--- config.mk ---
export PLATFORM = sky130hd
export DESIGN_NAME = alu_pipe_flat
export DESIGN_NICKNAME = d
export VERILOG_FILES = /design/src/rtl/alu_pkg.sv /design/src/rtl/alu_pipe_if.sv /design/src/rtl/alu_core.sv /design/src/rtl/alu_pipe.sv /design/src/flat_wrapper.sv
export SDC_FILE = /design/constraint.sdc
export NUM_CORES = 1
export LEC_CHECK = 0
export BUFFER_PORTS_ARGS = -buffer_cell sky130_fd_sc_hd__buf_2
export CORE_AREA = 2 2 143 201
export DETAILED_ROUTE_END_ITERATION = 10
export DIE_AREA = 0 0 145 203
export PLACE_DENSITY = 0.66
export SLEW_MARGIN = 15
export SYNTH_ARGS = -nofsm -noshare
export SYNTH_HDL_FRONTEND = slang
export SYNTH_SLANG_ARGS = --single-unit
--- constraint.sdc ---
create_clock -name clk -period 3.56 [get_ports clk]
set_input_delay 0.356 -clock clk [delete_from_list [all_inputs] [get_ports clk]]
set_output_delay 0.356 -clock clk [all_outputs]
set_load 0.05 [all_outputs]
--- src/rtl/alu_pkg.sv ---
// Opcode encoding and opcode width shared by the pipelined ALU and its core.
package alu_pkg;

  localparam int unsigned OPW = 3;

  typedef enum logic [OPW-1:0] {
    OP_OR      = 3'b000,
    OP_XOR     = 3'b001,
    OP_ANDXNOR = 3'b010,
    OP_NANDXOR = 3'b011,
    OP_AND     = 3'b100,
    OP_ADD     = 3'b101,
    OP_SUB     = 3'b110,
    OP_PASSC   = 3'b111
  } alu_op_e;

endpackage

--- src/rtl/alu_pipe_if.sv ---
// Operand/result valid-ready bus of alu_pipe; slave is the ALU side.
interface alu_pipe_if #(
  parameter int unsigned WIDTH = 32
);
  import alu_pkg::*;

  logic             in_valid;
  logic             in_ready;
  logic [OPW-1:0]   op;
  logic [WIDTH-1:0] A;
  logic [WIDTH-1:0] B;
  logic [WIDTH-1:0] C;
  logic             out_valid;
  logic             out_ready;
  logic [WIDTH-1:0] Z;
  logic             out_zero;
  logic             out_carry;

  modport master (
    output in_valid, op, A, B, C, out_ready,
    input  in_ready, out_valid, Z, out_zero, out_carry
  );

  modport slave (
    input  in_valid, op, A, B, C, out_ready,
    output in_ready, out_valid, Z, out_zero, out_carry
  );

endinterface

--- src/rtl/alu_core.sv ---
// Purely combinational ALU datapath; carry is the ADD carry-out or SUB borrow.
module alu_core
  import alu_pkg::*;
#(
  parameter int unsigned WIDTH = 32
) (
  input  alu_op_e          op,
  input  logic [WIDTH-1:0] A,
  input  logic [WIDTH-1:0] B,
  input  logic [WIDTH-1:0] C,
  output logic [WIDTH-1:0] Z,
  output logic             carry
);

  logic [WIDTH:0] sum;
  logic [WIDTH:0] diff;

  // One extra bit exposes carry-out on add and borrow on subtract
  always_comb begin
    sum   = {1'b0, A} + {1'b0, B};
    diff  = {1'b0, A} - {1'b0, B};
    Z     = '0;
    carry = 1'b0;
    case (op)
      OP_OR:      Z = A | B;
      OP_XOR:     Z = A ^ B;
      OP_ANDXNOR: Z = A & ~(B ^ C);
      OP_NANDXOR: Z = ~((A ^ B) & C);
      OP_AND:     Z = A & B;
      OP_ADD: begin
        Z     = sum[WIDTH-1:0];
        carry = sum[WIDTH];
      end
      OP_SUB: begin
        Z     = diff[WIDTH-1:0];
        carry = diff[WIDTH];
      end
      OP_PASSC:   Z = C;
      default:    Z = '0;
    endcase
  end

endmodule

--- src/rtl/alu_pipe.sv ---
// Two-stage valid/ready ALU pipeline: operand register, then result register.
// Define ALU_PIPE_FLAGS_EN to register zero/carry flags alongside the result.
module alu_pipe #(
  parameter int unsigned WIDTH = 32,
  parameter int unsigned OPW   = alu_pkg::OPW
) (
  input logic       clk,
  input logic       rst,
  alu_pipe_if.slave bus
);
  import alu_pkg::alu_op_e;

  if (OPW != alu_pkg::OPW) begin : g_bad_opw
    $fatal(1, "alu_pipe: OPW must be 3");
  end
  if (WIDTH < 1 || WIDTH > 64) begin : g_bad_width
    $fatal(1, "alu_pipe: WIDTH must be within 1..64");
  end

  typedef struct packed {
    alu_op_e          op;
    logic [WIDTH-1:0] a;
    logic [WIDTH-1:0] b;
    logic [WIDTH-1:0] c;
  } beat_t;

  logic             s1_valid;
  beat_t            s1_q;
  logic             s2_valid;
  logic [WIDTH-1:0] z_q;
  logic             s2_load;
  logic [WIDTH-1:0] core_z;
  logic             core_carry;

  // Each stage moves when the next one is empty or draining this cycle
  assign s2_load      = s1_valid && (!s2_valid || bus.out_ready);
  assign bus.in_ready = !rst && (!s1_valid || !s2_valid || bus.out_ready);

  always_ff @(posedge clk) begin
    if (rst) begin
      s1_valid <= 1'b0;
      s1_q     <= '0;
    end else if (bus.in_ready) begin
      s1_valid <= bus.in_valid;
      if (bus.in_valid) begin
        s1_q <= '{op: alu_op_e'(bus.op), a: bus.A, b: bus.B, c: bus.C};
      end
    end
  end

  alu_core #(.WIDTH(WIDTH)) u_core (
    .op    (s1_q.op),
    .A     (s1_q.a),
    .B     (s1_q.b),
    .C     (s1_q.c),
    .Z     (core_z),
    .carry (core_carry)
  );

  always_ff @(posedge clk) begin
    if (rst) begin
      s2_valid <= 1'b0;
      z_q      <= '0;
    end else if (s2_load) begin
      s2_valid <= 1'b1;
      z_q      <= core_z;
    end else if (bus.out_ready) begin
      s2_valid <= 1'b0;
    end
  end

  assign bus.out_valid = s2_valid;
  assign bus.Z         = z_q;

`ifdef ALU_PIPE_FLAGS_EN
  logic zero_q;
  logic carry_q;

  // Flags travel with the result they describe
  always_ff @(posedge clk) begin
    if (rst) begin
      zero_q  <= 1'b0;
      carry_q <= 1'b0;
    end else if (s2_load) begin
      zero_q  <= (core_z == '0);
      carry_q <= core_carry;
    end
  end

  assign bus.out_zero  = zero_q;
  assign bus.out_carry = carry_q;
`else
  logic unused_carry;
  assign unused_carry  = core_carry;
  assign bus.out_zero  = 1'b0;
  assign bus.out_carry = 1'b0;
`endif

endmodule

--- src/flat_wrapper.sv ---
// flat-port wrapper written by rule: the top's interface ports become plain ports
module alu_pipe_flat import alu_pkg::alu_op_e;
#(
  parameter int unsigned WIDTH = 32,
  parameter int unsigned OPW   = alu_pkg::OPW
)
  (clk, rst, bus_in_valid, bus_op, bus_A, bus_B, bus_C, bus_out_ready, bus_in_ready, bus_out_valid, bus_Z, bus_out_zero, bus_out_carry);
  alu_pipe_if #(.WIDTH(WIDTH)) bus_i ();
  input logic clk;
  input logic rst;
  input wire logic [$bits(bus_i.in_valid)-1:0] bus_in_valid;
  input wire logic [$bits(bus_i.op)-1:0] bus_op;
  input wire logic [$bits(bus_i.A)-1:0] bus_A;
  input wire logic [$bits(bus_i.B)-1:0] bus_B;
  input wire logic [$bits(bus_i.C)-1:0] bus_C;
  input wire logic [$bits(bus_i.out_ready)-1:0] bus_out_ready;
  output wire logic [$bits(bus_i.in_ready)-1:0] bus_in_ready;
  output wire logic [$bits(bus_i.out_valid)-1:0] bus_out_valid;
  output wire logic [$bits(bus_i.Z)-1:0] bus_Z;
  output wire logic [$bits(bus_i.out_zero)-1:0] bus_out_zero;
  output wire logic [$bits(bus_i.out_carry)-1:0] bus_out_carry;
  assign bus_i.in_valid = bus_in_valid;
  assign bus_i.op = bus_op;
  assign bus_i.A = bus_A;
  assign bus_i.B = bus_B;
  assign bus_i.C = bus_C;
  assign bus_i.out_ready = bus_out_ready;
  assign bus_in_ready = bus_i.in_ready;
  assign bus_out_valid = bus_i.out_valid;
  assign bus_Z = bus_i.Z;
  assign bus_out_zero = bus_i.out_zero;
  assign bus_out_carry = bus_i.out_carry;
  alu_pipe #(.WIDTH(WIDTH), .OPW(OPW)) u_core (.clk(clk), .rst(rst), .bus(bus_i));
endmodule
==> results of run 1 <==
[state kept, by name (all words and copies together), names as in the netlist]
signal / cells
u_core.s1_valid: 1
u_core.bus.out_valid: 1
u_core.bus.Z: 32
u_core.s1_q: 99
[power by group through the flow]
stage	combinational (mW)	sequential [mW]	clock (mW)
after floorplan	1.07	1.80	0
after global placement	1.70	1.74	0
after detailed placement	1.72	1.74	0
after CTS	1.74	1.71	2.02
after global routing	1.98	1.73	2.07
final	1.83	1.72	2.00
[worst min-delay path by stage]
| stage | endpoint | start | slack (ns) |
|---|---|---|---|
| after global placement | u_core.bus.Z[7]$_SDFFE_PP0P_ | u_core.bus.Z[7]$_SDFFE_PP0P_ | 0.45 |
| after floorplan | u_core.s1_q[2]$_SDFFE_PP0P_ | u_core.s1_q[2]$_SDFFE_PP0P_ | 0.45 |
| after CTS | u_core.s1_q[12]$_SDFFE_PP0P_ | bus_C[12] | 0.09 |
| final | u_core.s1_q[15]$_SDFFE_PP0P_ | bus_C[15] | 0.11 |
| after detailed placement | u_core.bus.Z[7]$_SDFFE_PP0P_ | u_core.bus.Z[7]$_SDFFE_PP0P_ | 0.45 |
| after global routing | u_core.s1_q[21]$_SDFFE_PP0P_ | bus_C[21] | 0.11 |
[area by class of cell]
type                       instances  area [um2]
tap                              370         463
clock inverter                    12         203
sequential                       133        2670
inverter                          71         267
timing repair buffer             266        1710
fill                            2775       15300
clock buffer                      19         443
multi-input combinational        973        6390
[cells by family (layout without fill, tap and decap cells)]
| group | after synthesis | after routing | share of synthesized area [%] |
|---|---|---|---|
| fa+ha+maj | 65 | 65 | 8.61 |
| flops | 133 | 133 | 27.9 |
| mux | 4 | 4 | 0.433 |
| compound gates | 362 | 362 | 26.0 |
| xor+xnor | 90 | 90 | 8.27 |
| other cells | 1 | 2 | 0.0394 |
| simple gates | 450 | 450 | 20.8 |
| buf+inv | 167 | 368 | 7.91 |
[layout by cell type (no fill, tap or decap), types with 4 or more instances in the layout]
master	instances
a211oi_1	21
a21o_1	17
a21oi_1	60
a21oi_2	9
a221oi_1	37
a22oi_1	7
a311o_1	4
a31oi_1	28
buf_2	136
buf_4	123
buf_6	4
bufinv_16	5
clkbuf_16	17
clkinvlp_4	4
dfxtp_1	129
dfxtp_2	4
ha_1	63
inv_1	68
nand2_1	238
nand2b_1	5
nand3_1	44
nand3b_1	6
nand4_1	11
nor2_1	87
nor2b_1	7
nor3_1	12
o21ai_0	45
o21ai_1	11
o22ai_1	12
o31ai_1	66
xnor2_1	76
xor2_1	11
[worst max-delay path: stages (launching register included)]
cell and delay (ns):
dfxtp_2 0.34, nor4_4 0.32, and3_4 0.27, nand2_4 0.07, nor4_4 0.39, nand2_1 0.13
nand2_1 0.10, xnor2_1 0.13, ha_1 0.29, buf_6 0.14, or2_2 0.27, a31oi_1 0.14
o21ai_1 0.09, a41o_1 0.26, a311oi_2 0.23, xor2_1 0.17, o22ai_1 0.08
[metrics by stage]
stage / cells / setup slack [ns] / hold slack [ns] / utilization (%) / cell area, um2
2_1_floorplan: 1273 / 0.0697 / 0.447 / - / 9560
3_3_place_gp: 1803 / -0.254 / 0.451 / 40.6 / 11200
3_5_place_dp: 1803 / -0.306 / 0.447 / 40.6 / 11200
4_1_cts: 1836 / 0.00916 / 0.0934 / 43.2 / 11900
5_1_grt: 1844 / -0.175 / 0.109 / 44.2 / 12100
6_report: 1844 / -0.00478 / 0.106 / 44.2 / 12100
[layer usage]
| metal | up-vias | GRT usage [%] | wire [um] |
|---|---|---|---|
| met5 | - | 0 | 0 |
| met4 | 0 | 10.3 | 1410 |
| met3 | 84 | 2.61 | 1450 |
| met2 | 301 | 41.1 | 17400 |
| met1 | 4839 | 27.0 | 14300 |
| li1 | 4893 | - | - |
[timing repair]
action                                  CTS  global route
endpoints found under the setup margin   11            18
gates resized for setup                  13            49
pin swaps                                 5            47
setup buffers                             2             9
==> flow_metrics.tcl, run 1 <==
set metrics [dict create \
    die_h_um 203 \
    clk-insertion-delay-late_ns 0.44 \
    synth_area_per_cell_um2 7.49 \
    dp_hpwl_mm 24.9 \
    ys_seq_elements 133 \
    slew_viol_final 0 \
    synth_cell_types 72 \
    grt_pass1_wl_mm 53.6 \
    grt.total_usage_pct 22.7 \
    path_class "register to register" \
    clockBufferDepth 2 \
    switching_power_mw 1.92 \
    internal_power_mw 3.62 \
    cts_buffers 17 \
    pwr-share-seq_pct 31.0 \
    syn2layout_area_growth_pct 27.4 \
    hold_viol_final 0 \
    synthTopCellsByArea "dfxtp_1, nand2_1, ha_1" \
    yosys_warnings 0 \
    reg2reg_from "u_core.s1_q[34]$_SDFFE_PP0P_" \
    drt-pass1-iter-count 7 \
    rrSetupSlack_ns -0.005 \
    worstSetupEndpoint "u_core.bus.Z[28]$_SDFFE_PP0P_" \
    synth_edf_count 0 \
    drt-total-wl_mm 34.6 \
    h-tree-depth 4 \
    worst_clock_skew_ns 0.0132 \
    synth.top_cells.by_count "nand2_1, dfxtp_1, nor2_1" \
    ys_seq_area_share_pct 27.9 \
    hold_buffers 0 \
    placementRows 72 \
    globalRoute.totalOverflow 0 \
    critPathMaxFanout 5 \
    rsz0062_at_grt "yes" \
    crit_arrival_ns 3.87 \
    cap_violations 0 \
    grt_pass1_vias 10100 \
    reg2reg_to "u_core.bus.Z[28]$_SDFFE_PP0P_" \
    holdPathStages 3 \
    violations "setup timing" \
    yosysTopAreaCell "dfxtp_1" \
    max_freq_mhz 281 \
    setup_viol 1 \
    synth-main-ff-cell "dfxtp_1" \
    tightest_slew_ns 0.842 \
    hold_class "input port to register" \
    wl_per_cell_um 18.7 \
    ant_nets 0 \
    combPwrFrac_pct 33.0 \
    pwr-share-clk_pct 36.1 \
    timing.setup.tns_ns -0.00478 \
    place.gp.congestion 0.959 \
    ioPinCount 139 \
    setup_slack_ns -0.00478 \
    initial_utilization_pct 34.7 \
    antennaDiodeCount 0 \
    synth_most_common_cell "nand2_1" \
    fin_crit_ns 3.56 \
    via_per_inst 5.49 \
    die_w_um 145 \
    endpoint_kind "register" \
    crit_path_start "u_core.s1_q[34]$_SDFFE_PP0P_" \
    ys_async_sr_fraction_pct 0 \
    antenna_found_initial 0 \
    total_power_mw 5.54 \
    clockRootBuffer "clkbuf_16" \
    drt_iter0_drc 640 \
    slew_headroom_pct 43.8 \
    die_area_um2 29400 \
    syn_area_um2 9530 \
    syn_inst 1272 \
    cts_tree "done" \
    p_sw_share_pct 34.6 \
    period_share_pct 100 \
    io_buffers 136 \
    core_um2 27500 \
    drcViolationCount 0 \
    synth.top_cell.area_share_pct 27.9 \
    vdd_ir_drop_max_uv 300 \
    p_leak_nw 5.20 \
    grt_max_degree 62 \
    critPathLaunchType "register" \
    outcome "finished with violations" \
    num_vias 10100 \
    layout-drive-gt1-share_pct 24.6 \
    powerDensity_nw_per_um2 456 \
    nets 1630 \
    required_ns 3.87 \
    clk_pin_slew_worst_paths_ns 0.07 \
    clock_sinks 133 \
    worstRegToRegCells 16 \
]
(Power assumes the default switching activity.)
==> inputs of run 2 (changes only) <==
--- a/config.mk
+++ b/config.mk
@@ -6,10 +6,13 @@
 export NUM_CORES = 1
 export LEC_CHECK = 0
 export BUFFER_PORTS_ARGS = -buffer_cell sky130_fd_sc_hd__buf_2
+export CAP_MARGIN = 10
 export CORE_AREA = 2 2 143 201
 export DETAILED_ROUTE_END_ITERATION = 10
 export DIE_AREA = 0 0 145 203
 export PLACE_DENSITY = 0.66
+export REMOVE_ABC_BUFFERS = 1
+export SKIP_CTS_REPAIR_TIMING = 1
 export SLEW_MARGIN = 15
 export SYNTH_ARGS = -nofsm -noshare
 export SYNTH_HDL_FRONTEND = slang
==> flow_metrics.tcl, run 2 (synthesized netlist as in run 1, its figures left out) <==
set metrics [dict create \
    drcViolationCount 0 \
    critPathMaxFanout 3 \
    period_share_pct 99.5 \
    die_h_um 203 \
    globalRoute.totalOverflow 0 \
    hold_viol_final 0 \
    largest_register_ff_count 99 \
    hold_ws_ns 0.0899 \
    cts_buffers 17 \
    tightest_slew_ns 0.891 \
    fin_crit_ns 3.54 \
    vdd_ir_drop_max_uv 358 \
    clk-insertion-delay-late_ns 0.45 \
    ant_nets 0 \
    hold_class "input port to register" \
    placementRows 72 \
    pre_cts_slack_ns -0.119 \
    clockRootBuffer "clkbuf_16" \
    path_class "register to register" \
    die_w_um 145 \
    endpoint_kind "register" \
    grt_max_degree 64 \
    required_ns 3.86 \
    slew_viol_final 0 \
    slew_headroom_pct 40.6 \
    num_vias 10000 \
    clk_pin_slew_worst_paths_ns 0.07 \
    ioPinCount 139 \
    drt-pass1-iter-count 5 \
    clock_sinks 133 \
    total_power_mw 5.34 \
    io_buffers 136 \
    antenna_found_initial 0 \
    setup_slack_ns 0.0188 \
    grt.total_usage_pct 22.6 \
    setup_viol 0 \
    nFillCells 2782 \
    place.gp.congestion 0.942 \
    combPwrFrac_pct 32.8 \
    grt_pass1_vias 9912 \
    final_common_cell "nand2_1" \
    powerDensity_nw_per_um2 448 \
    utilization_pct 43.4 \
    crit_arrival_ns 3.84 \
    rsz0062_at_grt "yes" \
    switching_power_mw 1.89 \
    dp_hpwl_mm 24.4 \
    regMostFlops "u_core.s1_q" \
    clockBufferDepth 2 \
    internal_power_mw 3.44 \
    wl_per_cell_um 18.4 \
    layout-drive-gt1-share_pct 23.2 \
    layout_common_cells "nand2_1, buf_2, dfxtp_1, buf_4, nor2_1" \
    nets 1612 \
    critPathLaunchType "register" \
    syn2layout_area_growth_pct 25.0 \
    max_freq_mhz 282 \
    initial_utilization_pct 34.7 \
    outcome "finished, final reports clean" \
    p_sw_share_pct 35.4 \
    cap_violations 0 \
    pwr-share-seq_pct 32.1 \
    grt_pass1_wl_mm 52.8 \
    drt-total-wl_mm 33.7 \
    worst_clock_skew_ns 0.00854 \
    die_area_um2 29400 \
    pwr-share-clk_pct 35.2 \
    p_leak_nw 5.08 \
    antennaDiodeCount 0 \
    via_per_inst 5.48 \
    cts_tree "done" \
    drt_iter0_drc 636 \
    h-tree-depth 4 \
    core_um2 27500 \
]
-- run 2: cell types whose count changed in the layout (fill, tap and decap cells not counted), moves of 3 or more --
cell	before	now
buf_4	123	108
o21ai_1	11	6
o21ai_0	45	49
a21oi_1	60	63
a21oi_2	9	6
buf_6	4	1
ha_1	63	60
ha_2	1	4
-- run 2: final timing paths --
check / startpoint / endpoint / slack, ns / cells past startpoint
worst max-delay path: u_core.s1_q[45]$_SDFFE_PP0P_ / u_core.bus.Z[31]$_SDFFE_PP0P_ / 0.02 / 17
worst min-delay path: bus_C[16] / u_core.s1_q[16]$_SDFFE_PP0P_ / 0.09 / 3
worst max register to register: u_core.s1_q[45]$_SDFFE_PP0P_ / u_core.bus.Z[31]$_SDFFE_PP0P_ / 0.02 / 17
worst min register to register: u_core.bus.Z[7]$_SDFFE_PP0P_ / u_core.bus.Z[7]$_SDFFE_PP0P_ / 0.46 / 2
-- run 2: critical path, stage by stage, from the launching register on --
cell     delay [ns]
dfxtp_1        0.35
inv_1          0.10
nand4_1        0.23
buf_4          0.25
nor4_4         0.28
buf_4          0.19
nand2_4        0.06
o41ai_4        0.36
xnor2_1        0.15
ha_1           0.26
a21o_1         0.20
a21o_1         0.18
a21oi_1        0.14
o21ai_1        0.08
a21o_1         0.15
a31oi_1        0.18
xnor2_1        0.14
o22ai_1        0.10
-- run 2: metrics by stage --
stage,std cells,setup TNS [ns],area [um2]
global route,1827,-0.779,11900
CTS,1820,-0.822,11700
detailed placement,1788,-0.600,11000
finish,1827,0,11900
floorplan,1177,-143.79,9040
global placement,1788,-0.0375,11000
-- run 2: layer usage --
layer	global-route usage (%)	vias up	wire length [um]
li1	-	4860	-
met1	25.7	4740	13600
met2	42.1	339	17300
met3	3.28	73	1710
met4	9.02	0	1080
met5	0	-	0
-- run 2: power groups by stage --
stage / Combinational [mW] / Sequential, mW / Clock [mW]
after floorplan: 0.964 / 1.83 / 0
after global placement: 1.66 / 1.73 / 0
after detailed placement: 1.68 / 1.74 / 0
after CTS: 1.69 / 1.70 / 1.91
after global routing: 1.91 / 1.72 / 1.96
final: 1.75 / 1.71 / 1.88
-- run 2: final cells by class --
class / count / area [um2] / area share (%)
inverters: 71 / 267 / 2.24
well taps: 370 / 463 / 3.89
repair buffers: 248 / 1580 / 13.2
clock inverters: 14 / 176 / 1.48
multi-input cells: 973 / 6320 / 53.1
clock buffers: 18 / 439 / 3.69
flip-flops and latches: 133 / 2670 / 22.4
==> inputs of run 3 (changes only) <==
--- a/config.mk
+++ b/config.mk
@@ -7,10 +7,10 @@
 export LEC_CHECK = 0
 export BUFFER_PORTS_ARGS = -buffer_cell sky130_fd_sc_hd__buf_2
 export CAP_MARGIN = 10
-export CORE_AREA = 2 2 143 201
+export CORE_AREA = 2 2 117 164
 export DETAILED_ROUTE_END_ITERATION = 10
-export DIE_AREA = 0 0 145 203
-export PLACE_DENSITY = 0.66
+export DIE_AREA = 0 0 119 166
+export PLACE_DENSITY = 0.88
 export REMOVE_ABC_BUFFERS = 1
 export SKIP_CTS_REPAIR_TIMING = 1
 export SLEW_MARGIN = 15
==> flow_metrics.tcl, run 3 (synthesized netlist as in run 1, its figures left out) <==
set metrics [dict create \
    num_vias 10300 \
    internal_power_mw 3.49 \
    antennaDiodeCount 0 \
    ioPinCount 139 \
    antenna_found_initial 0 \
    vdd_ir_drop_max_uv 349 \
    critPathMaxFanout 4 \
    crit_path_max_incr_delay_ns 0.33 \
    nets 1611 \
    final_common_cell "nand2_1" \
    reg2reg_from "u_core.s1_q[35]$_SDFFE_PP0P_" \
    reg2reg_to "u_core.bus.Z[28]$_SDFFE_PP0P_" \
    clockRootBuffer "clkbuf_16" \
    hold_class "input port to register" \
    wl_per_cell_um 18.8 \
    slew_viol_final 0 \
    clk_pin_slew_worst_paths_ns 0.06 \
    path_class "register to register" \
    crit_arrival_ns 3.82 \
    initial_utilization_pct 51.8 \
    cap_violations 0 \
    largest_register_ff_count 99 \
    drt-pass1-iter-count 7 \
    die_w_um 119 \
    core_um2 18400 \
    place.gp.congestion 0.938 \
    endpoint_kind "register" \
    worst_clock_skew_ns 0.00874 \
    period_share_pct 99.3 \
    rrSetupSlack_ns 0.02 \
    slowest_stage "dfxtp_2" \
    grt_pass1_wl_mm 50.0 \
    tightest_slew_ns 0.912 \
    grt.total_usage_pct 31.7 \
    timing.setup.tns_ns 0 \
    worstRegToRegCells 16 \
    h-tree-depth 4 \
    dp_hpwl_mm 22.2 \
    crit_top_cell "nor4_4" \
    slew_headroom_pct 39.1 \
    pwr-share-clk_pct 34.4 \
    regMostFlops "u_core.s1_q" \
    drt-total-wl_mm 32.0 \
    critPathLaunchType "register" \
    outcome "finished, final reports clean" \
    grt_pass1_vias 9885 \
    ant_nets 0 \
    drcViolationCount 0 \
    setup_viol 0 \
    switching_power_mw 1.85 \
    worstSetupEndpoint "u_core.bus.Z[28]$_SDFFE_PP0P_" \
    cp_cell_sequence "nor4_4 -> and3_4 -> nand2_4 -> nor4_4 -> nand2_1 -> o31ai_2 -> xnor2_1 -> ha_1 -> a21o_4 -> buf_6 -> a31oi_4 -> o21ai_1 -> a41o_1 -> a311oi_2 -> xor2_1 -> o22ai_1" \
    combPwrFrac_pct 33.5 \
    p_sw_share_pct 34.6 \
    total_power_mw 5.34 \
    fin_crit_ns 3.54 \
    crit_path_start "u_core.s1_q[35]$_SDFFE_PP0P_" \
    rsz0062_at_grt "yes" \
    syn2layout_area_growth_pct 24.6 \
    globalRoute.totalOverflow 0 \
    grt_max_degree 164 \
    p_leak_nw 5.11 \
    clockBufferDepth 2 \
    clk-insertion-delay-late_ns 0.43 \
    clock_sinks 133 \
    via_per_inst 6.05 \
    cts_buffers 17 \
    io_buffers 136 \
    pwr-share-seq_pct 32.1 \
    die_area_um2 19800 \
    cts_tree "done" \
    hold_viol_final 0 \
    layout_common_cells "nand2_1, buf_2, dfxtp_1, buf_4, nor2_1" \
    required_ns 3.85 \
    max_freq_mhz 283 \
    placementRows 59 \
    powerDensity_nw_per_um2 449 \
    layout-drive-gt1-share_pct 23.9 \
    drt_iter0_drc 987 \
    die_h_um 166 \
]
-- run 3: power groups by stage --
stage / sequential (mW) / clock [mW] / combinational [mW]
final: 1.71 / 1.83 / 1.79
after global routing: 1.72 / 1.91 / 1.93
after CTS: 1.70 / 1.84 / 1.67
after detailed placement: 1.73 / 0 / 1.65
after global placement: 1.73 / 0 / 1.63
after floorplan: 1.83 / 0 / 0.964
-- run 3: cell type report --
cell class	instances	area, um2
Fill cell	1545	6510
Multi-Input combinational cell	973	6450
Sequential cell	133	2670
Timing Repair Buffer	247	1580
Clock buffer	22	474
Tap cell	244	305
Inverter	71	267
Clock inverter	8	124
-- run 3: per-stage QoR --
| step | area [um2] | setup WS, ns | utilization (%) | hold slack [ns] | std cells |
|---|---|---|---|---|---|
| 5_1_grt | 11900 | -0.140 | 64.6 | 0.111 | 1698 |
| 6_report | 11900 | 0.0236 | 64.6 | 0.102 | 1698 |
| 2_1_floorplan | 9040 | -1.30 | - | 0.425 | 1177 |
| 3_5_place_dp | 10900 | -0.138 | 59.2 | 0.452 | 1663 |
| 4_1_cts | 11500 | -0.178 | 62.5 | 0.0964 | 1693 |
| 3_3_place_gp | 10900 | -0.0870 | 59.2 | 0.447 | 1663 |
-- run 3: critical path, delay by kind of cell, from the launching register on --
family	cells	cell delay, ns
AOI/OAI and AO/OA	7	1.27
and+or+nand+nor	5	1.08
DFF	1	0.33
xor gates and xnor gates	2	0.31
adders and majority gates	1	0.28
buffers and inverters	1	0.12
-- run 3: worst min-delay path by stage --
stage | from | slack [ns] | end | depth (start not counted)
after CTS | bus_C[9] | 0.1 | u_core.s1_q[9]$_SDFFE_PP0P_ | 3
after floorplan | rst | 0.43 | u_core.bus.Z[7]$_SDFFE_PP0P_ | 1
after global routing | bus_C[6] | 0.11 | u_core.s1_q[6]$_SDFFE_PP0P_ | 3
final | bus_C[9] | 0.10 | u_core.s1_q[9]$_SDFFE_PP0P_ | 3
after global placement | u_core.bus.Z[7]$_SDFFE_PP0P_ | 0.45 | u_core.bus.Z[7]$_SDFFE_PP0P_ | 2
after detailed placement | u_core.bus.Z[7]$_SDFFE_PP0P_ | 0.45 | u_core.bus.Z[7]$_SDFFE_PP0P_ | 2
-- run 3: metal layers --
layer	wire [um]	GRT usage, %	part of all wire (%)	up-vias
met4	1830	18.8	5.7	0
met5	0	0	0	-
li1	-	-	-	4858
met3	2180	5.08	6.8	139
met2	15400	53.0	48	499
met1	12600	37.9	39	4774
